`config.mk`:
```
export PLATFORM = sky130hd
export DESIGN_NAME = vdp_sprite_hit_list_builder
export DESIGN_NICKNAME = d
export VERILOG_FILES = /design/src/rtl/vdp_sprite_hit_list_builder.sv
export SDC_FILE = /design/constraint.sdc
export NUM_CORES = 1
export LEC_CHECK = 0
export ABC_AREA = 1
export ABC_CLOCK_PERIOD_IN_PS = 2500
export CAP_MARGIN = 15
export CORE_MARGIN = 2
export CORE_UTILIZATION = 54
export DETAILED_ROUTE_END_ITERATION = 7
export PLACE_DENSITY = 0.88
export SLEW_MARGIN = 15
export SYNTH_ARGS = -nofsm -noshare
export SYNTH_HDL_FRONTEND = slang
export SYNTH_SLANG_ARGS = --single-unit
```
`constraint.sdc`:
```
create_clock -name clk -period 2.5 [get_ports clk]
set_input_delay 0.25 -clock clk [delete_from_list [all_inputs] [get_ports clk]]
set_output_delay 0.25 -clock clk [all_outputs]
set_load 0.005 [all_outputs]
```
`src/rtl/vdp_sprite_hit_list_builder.sv`:
```
// vdp_sprite_hit_list_builder
//
// Per-line sprite scanner for the sprite renderer. Each accepted start walks
// the sprite y_block table once, one sprite per cycle. Every sprite that
// intersects the latched render line gets a hit list entry. A terminating
// entry is always written at the end of the scan.
//
// Ports
//   clk                    pixel clock
//   resetn                 asynchronous active-low reset
//   start                  scan request pulse, ignored while busy
//   render_line[8:0]       line being prepared, sampled on an accepted start
//   busy                   scan in progress (through the terminator write)
//   done                   one-cycle pulse after the terminator write
//   overflow               a hit was dropped in the current or last scan
//   sprite_meta_address    y_block read address (1-cycle read latency)
//   sprite_y[8:0]          sprite top line
//   height_select          0 = 8 lines, 1 = 16 lines
//   width_select           0 = 8 px, 1 = 16 px, forwarded into the entry
//   hit_list_write_en      hit list RAM write strobe
//   hit_list_write_address hit list RAM write address
//   hit_list_write_data    {ended, width_select, line_offset[3:0], sprite_id[7:0]}
module vdp_sprite_hit_list_builder #(
    parameter int SPRITE_COUNT = 256,
    parameter int MAX_HITS     = 64
) (
    input  logic        clk,
    input  logic        resetn,
    input  logic        start,
    input  logic [8:0]  render_line,
    output logic        busy,
    output logic        done,
    output logic        overflow,
    output logic [7:0]  sprite_meta_address,
    input  logic [8:0]  sprite_y,
    input  logic        height_select,
    input  logic        width_select,
    output logic        hit_list_write_en,
    output logic [7:0]  hit_list_write_address,
    output logic [13:0] hit_list_write_data
);

    localparam logic [2:0] S_IDLE      = 3'd0;
    localparam logic [2:0] S_SCAN      = 3'd1;
    localparam logic [2:0] S_FLUSH     = 3'd2;
    localparam logic [2:0] S_TERMINATE = 3'd3;
    localparam logic [2:0] S_DONE      = 3'd4;

    localparam logic [7:0] LAST_ADDR = 8'(SPRITE_COUNT - 1);
    // Highest usable entry count; the final slot is reserved for the terminator.
    localparam logic [7:0] HIT_CAP   = 8'(MAX_HITS - 1);

    localparam logic [13:0] TERMINATOR = {1'b1, 13'd0};

    // 9-bit wrap-around distance from the sprite top to the render line, so a
    // sprite starting near line 511 still hits lines 0.. correctly.
    function automatic logic [8:0] line_delta(input logic [8:0] line,
                                              input logic [8:0] top);
        return line - top;
    endfunction

    function automatic logic [13:0] hit_entry(input logic       wide,
                                              input logic [3:0] offset,
                                              input logic [7:0] id);
        return {1'b0, wide, offset, id};
    endfunction

    logic [2:0]  state;
    logic [8:0]  line_r;
    logic [7:0]  meta_addr_p0;
    logic        vld_p1;
    logic [7:0]  id_p1;
    logic [7:0]  hit_cnt;
    logic        we_p2;
    logic [7:0]  waddr_p2;
    logic [13:0] wdata_p2;
    logic        ovf_p2;
    logic        done_p2;

    logic        accept;
    logic [8:0]  delta_p1;
    logic        hit_p1;

    assign accept = (state == S_IDLE) && start;

    // ---- stage p0 -> p1: address issued, table data returns next cycle ----
    always_ff @(posedge clk) begin
        if (accept) begin
            line_r <= render_line;
        end
        id_p1 <= meta_addr_p0;
    end

    // ---- stage p1: hit test on returned table data ----
    always_comb begin
        delta_p1 = line_delta(line_r, sprite_y);
        hit_p1   = vld_p1 && (delta_p1 < (height_select ? 9'd16 : 9'd8));
    end

    // ---- stage p1 -> p2: registered hit list writes and control ----
    always_ff @(posedge clk or negedge resetn) begin
        if (!resetn) begin
            state        <= S_IDLE;
            meta_addr_p0 <= 8'd0;
            vld_p1       <= 1'b0;
            hit_cnt      <= 8'd0;
            we_p2        <= 1'b0;
            waddr_p2     <= 8'd0;
            wdata_p2     <= 14'd0;
            ovf_p2       <= 1'b0;
            done_p2      <= 1'b0;
        end else begin
            we_p2   <= 1'b0;
            done_p2 <= 1'b0;
            vld_p1  <= (state == S_SCAN);

            case (state)
                S_IDLE: begin
                    if (start) begin
                        state        <= S_SCAN;
                        meta_addr_p0 <= 8'd0;
                        hit_cnt      <= 8'd0;
                        ovf_p2       <= 1'b0;
                    end
                end
                S_SCAN: begin
                    if (meta_addr_p0 == LAST_ADDR) begin
                        state <= S_FLUSH;
                    end else begin
                        meta_addr_p0 <= meta_addr_p0 + 8'd1;
                    end
                end
                S_FLUSH: begin
                    state <= S_TERMINATE;
                end
                S_TERMINATE: begin
                    // The last sprite's write has already updated hit_cnt here.
                    state    <= S_DONE;
                    we_p2    <= 1'b1;
                    waddr_p2 <= hit_cnt;
                    wdata_p2 <= TERMINATOR;
                end
                S_DONE: begin
                    state   <= S_IDLE;
                    done_p2 <= 1'b1;
                end
                default: begin
                    state <= S_IDLE;
                end
            endcase

            if (hit_p1) begin
                if (hit_cnt < HIT_CAP) begin
                    we_p2    <= 1'b1;
                    waddr_p2 <= hit_cnt;
                    wdata_p2 <= hit_entry(width_select, delta_p1[3:0], id_p1);
                    hit_cnt  <= hit_cnt + 8'd1;
                end else begin
                    ovf_p2 <= 1'b1;
                end
            end
        end
    end

    assign busy                   = (state != S_IDLE);
    assign done                   = done_p2;
    assign overflow               = ovf_p2;
    assign sprite_meta_address    = meta_addr_p0;
    assign hit_list_write_en      = we_p2;
    assign hit_list_write_address = waddr_p2;
    assign hit_list_write_data    = wdata_p2;

endmodule

```
==> impl_metrics.toml <==
[layout]
antenna_cells = 0
layout-area-overhead-vs-synth_pct = 40.14
drive_gt1_frac = 0.1785
fin_nets = 579
final_area_um2 = 4848

[power_and_ir_drop]
p_per_area_nw_per_um2 = 921.2
leakage_nw = 2.304
ir_drop_uv = 618.2

[timing]
tightest_slew_ps = 652.1
fin_crit_ps = 2520
finalHoldViolations = 0
rsz0062_at_grt = "yes"
tns_ps = -35.45
final_max_slew_viol_count = 0
fin_ws_ps = -19.95
max_freq_ghz = 0.3968
relSlewSlack = 0.5653
finalClockSkew_ps = 11.68
setup_violations = 3
fin_crit_sh = 1.008

[global_routing]
grtUsageTotal = 0.2478
top_usage_layer = "met2"
antenna_found_initial = 0
grt_max_degree = 29
grt_pass1_wl_mm = 14.00
overflow = 0
grt_pass1_vias = 3149
grt_use_met3 = 0.05440
grt_use_met1 = 0.3059
grtUsageMet2 = 0.4250

[flow_run]
max_cap_violations = 0

[synthesis]
synth_seq_cells = 62
yosysWarningCount = 0
syn-cell-area_um2 = 3460
synth_nets = 500
syn_area_per_cell_um2 = 7.440
seq_area_frac_synth = 0.4499
synth.distinct_cells = 28
syn_inst = 465

[critical_path]
worstPathMaxFanout = 7
startpoint_type = "register"
crit_path_start = "line_r[0]$_DFFE_PP_"
critPathRequiredTime_ps = 2740
reg2reg_depth = 16
r2r-start = "line_r[0]$_DFFE_PP_"
worstPathArrival_ps = 2760
cp-end-kind = "register"
reg2reg_setup_slack_ps = -20
critical_path_class = "register to register"
r2r-end = "hit_cnt[2]$_DFF_PN0_"
cp-endpoint = "hit_cnt[2]$_DFF_PN0_"

[placement]
port_buffers = 56
placed_area_um2 = 4118
gp_congestion = 0.8663
dp_hpwl_mm = 5.853

[clocking]
cts-root-buf = "clkbuf_8"
clock-sinks = 62
cts-buffers-inserted = 9
cts-htree-levels = 3
clk_pin_slew_ps = 70
clockBufferDepth = 2
clk_latency_ps = 350
cts_tree = "yes"

[hold_path]
hold_class = "register to register"

[floorplanning]
start_util = 0.5511
die_w_um = 84.04
num_rows = 29
dieArea_um2 = 7063
core_um2 = 6277
die_h_um = 84.04
io_pins = 57

[drt]
drtIter0Drc = 489
viasPerCell = 5.706
dr.pass1.iters = 7
ant_nets = 0
wl_per_cell_um = 17.32
vias = 3572
wl_mm = 10.85
drc = 0

[run_status]
outcome = "finished, violations left"
violations = "negative setup slack"
layer usage:
layer / vias to the layer above / wire [µm]
met2: 222 / 5315
met4: 0 / 454
met5: - / 0
li1: 1618 / -
met1: 1687 / 4211
met3: 45 / 864
report_power, final:
group	internal (mW)	total, mW	switching [mW]
logic	0.898	2.01	1.11
registers	1.27	1.45	0.177
clock network	0.576	1.01	0.436
total	2.75	4.47	1.72
final cells by class:
type                            instances  area, µm²
Clock buffer                           12      176.4
Clock inverter                          4      51.30
Fill cell                             356       1429
Inverter                               65      244.0
Multi-Input combinational cell        325       1798
Sequential cell                        62       1556
Tap cell                               77      96.34
Timing Repair Buffer                   81      925.9
critical path, stage by stage (launching register included):
cell       delay, ps
edfxtp_1         340
inv_2             50
ha_4             160
fa_2             370
inv_2             60
nand2_2           50
nand2_2           90
nand2_2           80
xnor2_2          160
ha_2             290
nand2_2           70
nand2_2           60
nor2_4           170
clkbuf_16        200
nand2_8           90
nand2_1          100
nand2_1           70
cells in the final DEF (no fill, tap or decap), types with 2 or more instances in the layout:
cell             instances
nand2_1                149
inv_1                   63
clkdlybuf4s50_1         55
dfrtp_1                 45
nor2_1                  36
nand3_1                 27
o21ai_0                 27
nand3_2                 26
nand2_2                 14
clkbuf_8                11
buf_4                   10
ha_1                     9
edfxtp_1                 9
dfxtp_1                  8
a21oi_1                  7
xor2_1                   7
clkbuf_16                7
buf_8                    5
nand2_8                  3
buf_12                   3
inv_2                    2
nor2_4                   2
nand3b_1                 2
o22ai_1                  2
metrics by stage:
| step | instances | hold slack [ps] | power [mW] | util | setup WS (ps) |
|---|---|---|---|---|---|
| 2_1_floorplan | 465 | -45.59 | 2.291 | - | 231.8 |
| 3_3_place_gp | 597 | 287.7 | 2.851 | 0.6560 | -219.2 |
| 3_5_place_dp | 597 | 302.9 | 2.916 | 0.6560 | -331.3 |
| 4_1_cts | 614 | 439.5 | 3.929 | 0.6952 | 12.55 |
| 5_1_grt | 626 | 456.2 | 4.678 | 0.7724 | -104.3 |
| 6_report | 626 | 443.9 | 4.466 | 0.7724 | -19.95 |
cell families after synthesis:
group / share of synthesized area
AND/OR/NAND/NOR: 0.3255
buffers and inverters: 0.1013
flip-flops: 0.4499
AO/OA/AOI/OAI: 0.05497
adder cells (fa/ha/maj): 0.04557
XOR/XNOR: 0.02279
worst min-delay path by stage:
| stage | from | depth (start not counted) | slack, ps | end |
|---|---|---|---|---|
| 6_report | sprite_meta_address[6]$_DFFE_PN0P_ | 0 | 440 | id_p1[6]$_DFF_P_ |
| 5_1_grt | render_line[5] | 1 | 460 | line_r[5]$_DFFE_PP_ |
| 4_1_cts | sprite_meta_address[6]$_DFFE_PN0P_ | 0 | 440 | id_p1[6]$_DFF_P_ |
| 3_5_place_dp | resetn | 1 | 300 | hit_list_write_address[6]$_DFF_PN0_ |
| 3_3_place_gp | resetn | 1 | 290 | done$_DFF_PN0_ |
| 2_1_floorplan | resetn | 0 | -50 | done$_DFF_PN0_ |
timing repair:
item / 4_1_cts / 5_1_grt
gates cloned: 0 / 9
buffers inserted: 0 / 3
endpoints found under the setup margin: 5 / 30
hold endpoints to repair: 23 / 0
hold buffers: 1 / 0
pin swaps: 0 / 48
resized for setup: 1 / 61
synth_stat cells:
library cell	n	area [µm²]
nand2_1	163	611.8
nor2_4	2	22.52
nor2_1	37	138.9
a21oi_1	7	35.03
dfxtp_1	8	160.2
buf_4	6	45.04
ha_1	11	137.6
buf_6	2	22.52
o31ai_1	1	7.510
nor3_2	1	10.01
or2_4	1	8.760
buf_2	7	35.03
o21ai_0	27	135.1
nand3_2	4	40.04
clkbuf_1	1	3.750
nand2_4	1	11.26
fa_1	1	20.02
inv_1	65	244.0
edfxtp_1	9	270.3
xor2_1	7	61.31
nor3_1	1	5.000
nand3_1	50	250.2
o22ai_1	2	12.51
nand4_1	1	6.260
xnor2_1	2	17.52
nand3b_1	2	15.01
dfrtp_1	45	1126
or2_2	1	6.260
sequential cells by signal (all words and copies together), names as in the netlist:
signal,flops
state,3
vld_p1,1
done,1
hit_list_write_en,1
hit_list_write_data,14
id_p1,8
hit_list_write_address,8
sprite_meta_address,8
overflow,1
line_r,9
hit_cnt,8
Note: power is estimated with default switching activity, not from simulation.
